`config.mk`:
```
export PLATFORM = sky130hd
export DESIGN_NAME = adc_avg_detect
export DESIGN_NICKNAME = d
export VERILOG_FILES = /design/src/rtl/adc_pkg.sv /design/src/rtl/adc_avg_window.sv /design/src/rtl/adc_avg_detect.sv
export SDC_FILE = /design/constraint.sdc
export NUM_CORES = 1
export LEC_CHECK = 0
export BUFFER_PORTS_ARGS = -buffer_cell sky130_fd_sc_hd__buf_2
export CORE_MARGIN = 5
export CORE_UTILIZATION = 35
export DETAILED_ROUTE_END_ITERATION = 8
export HOLD_SLACK_MARGIN = 0.1
export PLACE_DENSITY_LB_ADDON = 0.3
export SLEW_MARGIN = 40
export SYNTH_ARGS = -nofsm -noshare
export SYNTH_HDL_FRONTEND = slang
export SYNTH_SLANG_ARGS = --single-unit
export TNS_END_PERCENT = 50
```
`constraint.sdc`:
```
create_clock -name clk -period 5.65 [get_ports clk]
set_input_delay 0.8475 -clock clk [delete_from_list [all_inputs] [get_ports clk]]
set_output_delay 0.8475 -clock clk [all_outputs]
set_load 0.005 [all_outputs]
```
`src/rtl/adc_pkg.sv`:
```
// Shared types and constants for the ADC averaging / threshold-detect slice.
package adc_pkg;

    localparam int ADC_W = 12;

    typedef logic signed [ADC_W-1:0] sample_t;

    typedef enum logic [1:0] {
        FILL,
        NORMAL,
        ALARM
    } det_state_e;

    localparam sample_t SAMPLE_MIN = 12'sh800;

endpackage

```
`src/rtl/adc_avg_window.sv`:
```
// Power-of-two moving-average window: circular sample store, running sum,
// fill counter and a registered average with a full-window valid strobe.
module adc_avg_window
    import adc_pkg::*;
#(
    parameter int unsigned AVG_LOG2 = 3
) (
    input  logic                    clk,
    input  logic                    rst_n,
    input  logic                    clr,
    input  logic                    in_valid,
    input  logic signed [ADC_W-1:0] in_data,
    output logic signed [ADC_W-1:0] avg_data,
    output logic                    avg_valid
);

    localparam int unsigned DEPTH = 1 << AVG_LOG2;
    localparam int unsigned SUM_W = ADC_W + AVG_LOG2;
    localparam logic [AVG_LOG2:0] FULL = (AVG_LOG2 + 1)'(DEPTH);

    sample_t                 win_q [DEPTH];
    sample_t                 win_d [DEPTH];
    logic [AVG_LOG2-1:0]     wr_ptr_q, wr_ptr_d;
    logic [AVG_LOG2:0]       fill_q, fill_d;
    logic signed [SUM_W-1:0] sum_q, sum_d;
    logic                    upd_q, upd_d;
    sample_t                 avg_q, avg_d;
    logic                    valid_q, valid_d;

    always_comb begin
        win_d    = win_q;
        wr_ptr_d = wr_ptr_q;
        fill_d   = fill_q;
        sum_d    = sum_q;
        upd_d    = 1'b0;
        avg_d    = avg_q;
        valid_d  = 1'b0;
        if (clr) begin
            for (int unsigned i = 0; i < DEPTH; i++) begin
                win_d[i] = '0;
            end
            wr_ptr_d = '0;
            fill_d   = '0;
            sum_d    = '0;
        end else begin
            if (in_valid) begin
                // Oldest sample leaves the sum as the new one enters.
                win_d[wr_ptr_q] = in_data;
                sum_d    = sum_q + SUM_W'(in_data) - SUM_W'(win_q[wr_ptr_q]);
                wr_ptr_d = wr_ptr_q + 1'b1;
                if (fill_q != FULL) begin
                    fill_d = fill_q + 1'b1;
                end
                upd_d = 1'b1;
            end
            if (upd_q) begin
                avg_d   = sample_t'(sum_q >>> AVG_LOG2);
                valid_d = (fill_q == FULL);
            end
        end
    end

    always_ff @(posedge clk or negedge rst_n) begin
        if (!rst_n) begin
            for (int unsigned i = 0; i < DEPTH; i++) begin
                win_q[i] <= '0;
            end
            wr_ptr_q <= '0;
            fill_q   <= '0;
            sum_q    <= '0;
            upd_q    <= 1'b0;
            avg_q    <= '0;
            valid_q  <= 1'b0;
        end else begin
            win_q    <= win_d;
            wr_ptr_q <= wr_ptr_d;
            fill_q   <= fill_d;
            sum_q    <= sum_d;
            upd_q    <= upd_d;
            avg_q    <= avg_d;
            valid_q  <= valid_d;
        end
    end

    assign avg_data  = avg_q;
    assign avg_valid = valid_q;

endmodule

```
`src/rtl/adc_avg_detect.sv`:
```
// Averaged ADC sample with debounced hysteresis alarm.
// Optional peak tracker enabled by defining ADC_AVG_PEAK_EN.
module adc_avg_detect
    import adc_pkg::*;
#(
    parameter int unsigned            AVG_LOG2 = 3,
    parameter logic signed [ADC_W-1:0] TH_HIGH = 12'sd1000,
    parameter logic signed [ADC_W-1:0] TH_LOW  = 12'sd800,
    parameter int unsigned            HOLD_CNT = 4
) (
    input  logic                    clk,
    input  logic                    rst_n,
    input  logic                    en_filt,
    input  logic signed [ADC_W-1:0] adc_data,
    input  logic                    data_upflag,
    output logic signed [ADC_W-1:0] avg_data,
    output logic                    avg_valid,
    output logic                    alarm,
    output logic signed [ADC_W-1:0] peak_data,
    input  logic                    peak_clr
);

    localparam logic [7:0] HOLD_MAX = 8'(HOLD_CNT);

    logic       upflag_q, upflag_d;
    logic       sample_evt;
    sample_t    win_avg;
    logic       win_valid;
    det_state_e state_q;
    logic [7:0] hold_q;
    logic [7:0] hold_inc;
    logic       alarm_q;
    logic       over_th, under_th;

    // Delay keeps tracking while disabled so a flag already high at enable is not a sample.
    always_comb begin
        upflag_d   = data_upflag;
        sample_evt = data_upflag & ~upflag_q & en_filt;
        hold_inc   = hold_q + 8'd1;
        over_th    = (win_avg > TH_HIGH);
        under_th   = (win_avg < TH_LOW);
    end

    always_ff @(posedge clk or negedge rst_n) begin
        if (!rst_n) begin
            upflag_q <= 1'b0;
        end else begin
            upflag_q <= upflag_d;
        end
    end

    adc_avg_window #(
        .AVG_LOG2(AVG_LOG2)
    ) u_window (
        .clk      (clk),
        .rst_n    (rst_n),
        .clr      (~en_filt),
        .in_valid (sample_evt),
        .in_data  (adc_data),
        .avg_data (win_avg),
        .avg_valid(win_valid)
    );

    // The first valid average leaves FILL and is judged with NORMAL rules.
    always_ff @(posedge clk or negedge rst_n) begin
        if (!rst_n) begin
            state_q <= FILL;
            hold_q  <= '0;
            alarm_q <= 1'b0;
        end else if (!en_filt) begin
            state_q <= FILL;
            hold_q  <= '0;
            alarm_q <= 1'b0;
        end else if (win_valid) begin
            case (state_q)
                FILL, NORMAL: begin
                    if (!over_th) begin
                        state_q <= NORMAL;
                        hold_q  <= '0;
                    end else if (hold_inc == HOLD_MAX) begin
                        state_q <= ALARM;
                        hold_q  <= '0;
                        alarm_q <= 1'b1;
                    end else begin
                        state_q <= NORMAL;
                        hold_q  <= hold_inc;
                    end
                end
                ALARM: begin
                    if (!under_th) begin
                        hold_q <= '0;
                    end else if (hold_inc == HOLD_MAX) begin
                        state_q <= NORMAL;
                        hold_q  <= '0;
                        alarm_q <= 1'b0;
                    end else begin
                        hold_q <= hold_inc;
                    end
                end
                default: begin
                    state_q <= FILL;
                    hold_q  <= '0;
                    alarm_q <= 1'b0;
                end
            endcase
        end
    end

`ifdef ADC_AVG_PEAK_EN
    sample_t peak_q, peak_d;

    always_comb begin
        peak_d = peak_q;
        if (!en_filt || peak_clr) begin
            peak_d = SAMPLE_MIN;
        end else if (win_valid && (win_avg > peak_q)) begin
            peak_d = win_avg;
        end
    end

    always_ff @(posedge clk or negedge rst_n) begin
        if (!rst_n) begin
            peak_q <= SAMPLE_MIN;
        end else begin
            peak_q <= peak_d;
        end
    end

    assign peak_data = peak_q;
`else
    logic unused_peak_clr;
    assign unused_peak_clr = peak_clr;
    assign peak_data       = '0;
`endif

    assign avg_data  = win_avg;
    assign avg_valid = win_valid;
    assign alarm     = alarm_q;

endmodule

```
==> results of run 1 <==
-- report_power, final --
part           switching [mW]  leakage [nW]  internal, mW
clock network           0.482         0.299         0.687
registers              0.0419          1.99          1.08
logic                   0.362          1.63         0.235
total                   0.885          3.92          2.00
-- sequential cells by signal, indices dropped and copies added (netlist names) --
register and cells:
alarm 1, state_q 2, hold_q 8, u_window.sum_q 15
u_window.wr_ptr_q 3, u_window.win_q 96, u_window.avg_data 12, u_window.fill_q 4
u_window.upd_q 1, u_window.avg_valid 1, upflag_q 1
-- placed cells by master (no fill, tap or decap), types with 5 or more instances in the layout --
cell and count:
a22oi_1 6, nand2b_1 8, fa_1 14, o21ai_0 31
and3_1 8, mux4_2 8, o21a_1 7, conb_1 12
buf_4 15, and2_1 5, mux2i_1 10, a21o_1 7
a221oi_1 10, a21oi_1 127, buf_2 28, nand3_1 15
nor2_1 28, o211ai_1 10, dfrtp_1 142, nor3_1 8
xnor2_1 8, mux2_2 10, nand2_1 246, inv_1 61
ha_1 20, clkbuf_16 17
-- critical path, stage by stage, from the launching register on --
cell and delay [ns]:
dfrtp_2 0.67, buf_4 0.29, inv_1 0.26, nor2_1 0.14, a221oi_1 0.28, a21oi_1 0.09, a311o_1 0.40, fa_1 0.50
inv_1 0.04, ha_1 0.37, o21a_1 0.21, o21ai_0 0.22, a211oi_1 0.11, o311a_1 0.36, a211oi_2 0.21, mux2i_1 0.21
-- per-layer routing --
metal / up-vias / share of wire
met5: - / 0
met4: 0 / 0.012
met3: 17 / 0.070
met2: 204 / 0.45
met1: 3085 / 0.47
li1: 3066 / -
-- cell type report --
| class | count | area (um^2) |
|---|---|---|
| clock buffer | 20 | 457 |
| inverter | 62 | 234 |
| clock inverter | 12 | 149 |
| tap | 285 | 357 |
| timing repair buffer | 44 | 264 |
| fill | 2314 | 13600 |
| sequential | 144 | 3610 |
| multi-input combinational | 652 | 3880 |
-- per-stage QoR --
stage                     hold slack [ns]  worst slack, ns  utilization  total power, mW
final                               0.421             1.20        0.397             2.89
after global routing                0.494             1.03        0.397             3.05
after CTS                           0.474             1.24        0.396             2.91
after detailed placement            0.498             1.29        0.369             1.74
after global placement              0.490             1.32        0.369             1.73
after floorplan                     0.462             1.97            -             1.58
-- worst paths after layout --
check,endpoint,cells past startpoint,startpoint
hold reg to reg,u_window.avg_valid,1,u_window.fill_q[2]
min in group clk,u_window.avg_valid,1,u_window.fill_q[2]
setup / recovery,u_window.sum_q[14],15,u_window.wr_ptr_q[0]
max in group asynchronous,u_window.wr_ptr_q[0],2,rst_n
setup reg to reg,u_window.sum_q[14],15,u_window.wr_ptr_q[0]
hold / removal,hold_q[6],1,rst_n
-- logic make-up after synthesis --
family / after synthesis / synth area share
compound gates: 229 / 0.172
xor+xnor: 12 / 0.0131
other cells: 1 / 0.000469
simple gates: 337 / 0.176
mux: 28 / 0.0491
buf+inv: 137 / 0.0727
fa+ha+maj: 34 / 0.0663
flops: 144 / 0.451
==> impl_metrics.toml, run 1 <==
[synth]
synth_seq_cells = 144
synth.top_cell.area_share = 0.451
ys_warn_count = 0
synthTopCellsByArea = "dfrtp_1 (45%), nand2_1 (12%), a21oi_1 (8.0%)"
ys_seq_area_frac = 0.451
synth_edf_count = 0
synth_common_cells = "nand2_1 (246), dfrtp_1 (144), a21oi_1 (128)"
syn-cell-area_um2 = 8000
yosysMostFrequentCell = "nand2_1"
synth_top_area_cell = "dfrtp_1"
synth_flop_cell = "dfrtp_1"
synthCells = 922
async_flop_share = 1.00
syn_area_per_cell_um2 = 8.67
synth_cell_type_count = 54

[cells_and_area]
nets = 972
syn_to_final_growth_pct = 11.9
fin_area_um2 = 8950
n_antenna_cell = 0
final_cells = 1219
drive_gt1_frac = 0.112

[die]
dieArea_um2 = 26000
rows = 55
core_um2 = 22600
fp.dieW_um = 161
num_io_pins = 43
die_h_um = 161
start_util = 0.354

[clock_network]
h-tree-depth = 4
hold_buffers = 0
clock-sinks = 144
post-cts-setup-buffer-count = 0
cts-resized-gates = 0
cts_buffer_depth = 2
cts_tree = "built"
ctsRootBufferMaster = "clkbuf_16"
clk_pin_slew_ns = 0.07
clock_latency_ns = 0.42
cts_buffers = 17

[timing]
relSlewSlack = 0.454
hold_viol = 0
worst_pin_slew_ns = 0.820
period_minus_slack_ns = 4.45
setup_tns_ns = 0
fmax_ghz = 0.225
finalClockSkew_ns = 0.0105
post-route-period-util = 0.788
rsz0062_at_grt = "no"
finalSetupViolCount = 0
drv_slew = 0

[setup_path]
path_class = "reg -> reg"
cp.required_ns = 5.99
arrival_ns = 4.79
cp_max_fo = 25
r2r_slack_ns = 1.20
cp-start-kind = "flop"
end_kind = "flop"

[grt]
grt_max_degree = 76
first_global_vias = 6124
use_met2 = 0.252
grt_use_met1 = 0.246
antenna_found_initial = 0
use_met3 = 0.0472
grt_usage = 0.169
top_usage_layer = "met2"
grt_overflow = 0
grt_pass1_wl_um = 34900

[hold_path]
hp-class = "in -> async"

[detailed_routing]
postRouteAntennaNets = 0
remaining_drc_errors = 0
wirelength_um = 21400
route.vias.total = 6372
drt-initial-drc-count = 382
post_drt_wl_per_cell_um = 17.6
drt_first_pass_iters = 6
via_per_inst = 5.23

[place]
dp_hpwl_um = 13900
dp_cells = 1187
dpl_cell_area_um2 = 8340
io_buffers = 29
gp_congestion = 0.842

[pwr]
p_per_area_nw_per_um2 = 323
ir_worst_vdd_uv = 152
power.leakage_nw = 3.92

[flow_run]
maxCapViolations = 0

[run_status]
status = "finished clean"
(Power assumes the default switching activity.)
==> run 2, diff against run 1 <==
Clock period 5.65 ns to 3.66 ns, I/O delays scaled along.
==> impl_metrics.toml, run 2 (synthesis gave the netlist of run 1 again) <==
[detailed_routing]
postRouteAntennaNets = 0
post_drt_wl_per_cell_um = 17.5
drt_first_pass_iters = 5
route.vias.total = 6665
drt-initial-drc-count = 500
wirelength_um = 22500
via_per_inst = 5.18
remaining_drc_errors = 0

[clock_network]
cts_buffers = 17
clk_pin_slew_ns = 0.06
ctsRootBufferMaster = "clkbuf_16"
h-tree-depth = 4
clock_latency_ns = 0.42
clock-sinks = 144
cts_buffer_depth = 2
cts_tree = "built"

[pwr]
clkPwrFrac = 0.377
p_per_area_nw_per_um2 = 483
total_power_mw = 4.65
ir_worst_vdd_uv = 286
power_frac_seq = 0.372
p_switching_mw = 1.40
p_comb_frac = 0.251
swShare = 0.301
internal-power_mw = 3.25
power.leakage_nw = 4.29

[timing]
worst_pin_slew_ns = 0.833
finalClockSkew_ns = 0.00648
period_minus_slack_ns = 3.62
finalWorstSetupSlack_ns = 0.0450
relSlewSlack = 0.443
finalSetupViolCount = 0
setup_tns_ns = 0
holdWs_ns = 0.254
fmax_ghz = 0.277
rsz0062_at_grt = "yes"
post-route-period-util = 0.988
hold_viol = 0
drv_slew = 0

[place]
dp_slack_ns = -0.143
dp_hpwl_um = 15100
gp_congestion = 0.833
dpl_cell_area_um2 = 8790
io_buffers = 29
dp_cells = 1244

[cells_and_area]
nets = 1038
fin_util = 0.426
drive_gt1_frac = 0.194
final_cells = 1286
syn_to_final_growth_pct = 20.4
regMostFlops = "u_window.win_q"
largest_register_ffs = 96
layout_commonest_cell = "nand2_1"
mostFrequentLayoutCells = "nand2_1 (246), dfrtp_1 (142), a21oi_1 (125)"
fin_area_um2 = 9630

[hold_path]
hold_end = "upflag_q"
min_path_cells = 1
worstHoldStart = "data_upflag"
hp-class = "in -> reg"

[setup_path]
arrival_ns = 3.96
path_class = "reg -> reg"
end_kind = "flop"
cpMaxStageDelayCell = "mux4_2"
r2r-start = "u_window.wr_ptr_q[0]"
cpPeakStageDelay_ns = 0.51
ff2ff_path_depth = 12
cp-start-kind = "flop"
r2r_slack_ns = 0.04
r2r_end = "u_window.sum_q[14]"
cpMostUsedCell = "a211oi_2"
cp.required_ns = 4.00
path_cells = "buf_8 > mux4_2 > mux2_4 > fa_1 > inv_1 > ha_1 > o211ai_1 > o21a_1 > a211oi_2 > nor3_2 > a211oi_2 > mux2i_1"
cp_max_fo = 7

[die]
fp.dieW_um = 161
core_um2 = 22600
rows = 55
die_h_um = 161
start_util = 0.354
dieArea_um2 = 26000
num_io_pins = 43

[grt]
use_met3 = 0.0319
grt_max_degree = 65
top_usage_layer = "met2"
antenna_found_initial = 1
grt_pass1_wl_um = 36100
grt_use_met1 = 0.243
use_met2 = 0.283
first_global_vias = 6645
grt_usage = 0.176
grt_overflow = 0

[flow_run]
maxCapViolations = 0

[run_status]
status = "finished clean"
[run 2: changes by cell type in the layout (fill, tap and decap cells not counted), sizes merged]
| cell | change |
|---|---|
| clkinv | -1 |
| clkinvlp | +2 |
| buf | +65 |
| dlygate4sd3 | +1 |
| diode | +1 |
| clkbuf | +1 |
| inv | -2 |
[run 2: timing repair]
item,4_1_cts,5_1_grt
setup buffers,8,0
hold buffers,1,0
hold endpoints to repair,46,0
pin swaps,7,9
endpoints found under the setup margin,4,6
gates resized for setup,24,17
[run 2: critical path: cells and delay by family, from the launching register on]
| family | cells | cell delay, ns |
|---|---|---|
| AO/OA/AOI/OAI | 4 | 0.88 |
| AND/OR/NAND/NOR | 1 | 0.11 |
| multiplexers | 3 | 1.03 |
| buffers and inverters | 2 | 0.23 |
| adder cells (fa/ha/maj) | 2 | 0.80 |
| flip-flops | 1 | 0.48 |
[run 2: cell type report]
| type | instances | area [um^2] |
|---|---|---|
| inverters | 62 | 234 |
| clock inverters | 11 | 129 |
| flip-flops and latches | 144 | 3610 |
| clock buffers | 21 | 460 |
| diodes | 1 | 2.50 |
| well taps | 285 | 357 |
| repair buffers | 110 | 815 |
| multi-input cells | 652 | 4020 |
| fillers | 2276 | 12900 |
[run 2: routing by layer]
layer	vias to the layer above	wire length (um)
met5	-	0
met1	3256	10300
met4	0	488
met3	32	1160
li1	3213	-
met2	164	10500
[run 2: worst max-delay path by stage]
stage,startpoint,endpoint,slack [ns],cells after the start
after floorplan,u_window.wr_ptr_q[0],u_window.sum_q[14],0.04,15
final,u_window.wr_ptr_q[0],u_window.sum_q[14],0.04,12
after global placement,u_window.wr_ptr_q[2],u_window.sum_q[14],-0.12,13
after detailed placement,u_window.wr_ptr_q[0],u_window.sum_q[14],-0.14,14
after global routing,u_window.wr_ptr_q[0],u_window.sum_q[14],-0.06,15
after CTS,u_window.wr_ptr_q[0],u_window.sum_q[14],0.01,15
[run 2: power by group through the flow]
stage               Sequential [mW]  Combinational (mW)  Clock [mW]
floorplan                      1.74               0.690           0
global placement               1.75                1.08           0
detailed placement             1.76                1.09           0
CTS                            1.73                1.14        1.80
global route                   1.74                1.32        1.87
finish                         1.73                1.17        1.75
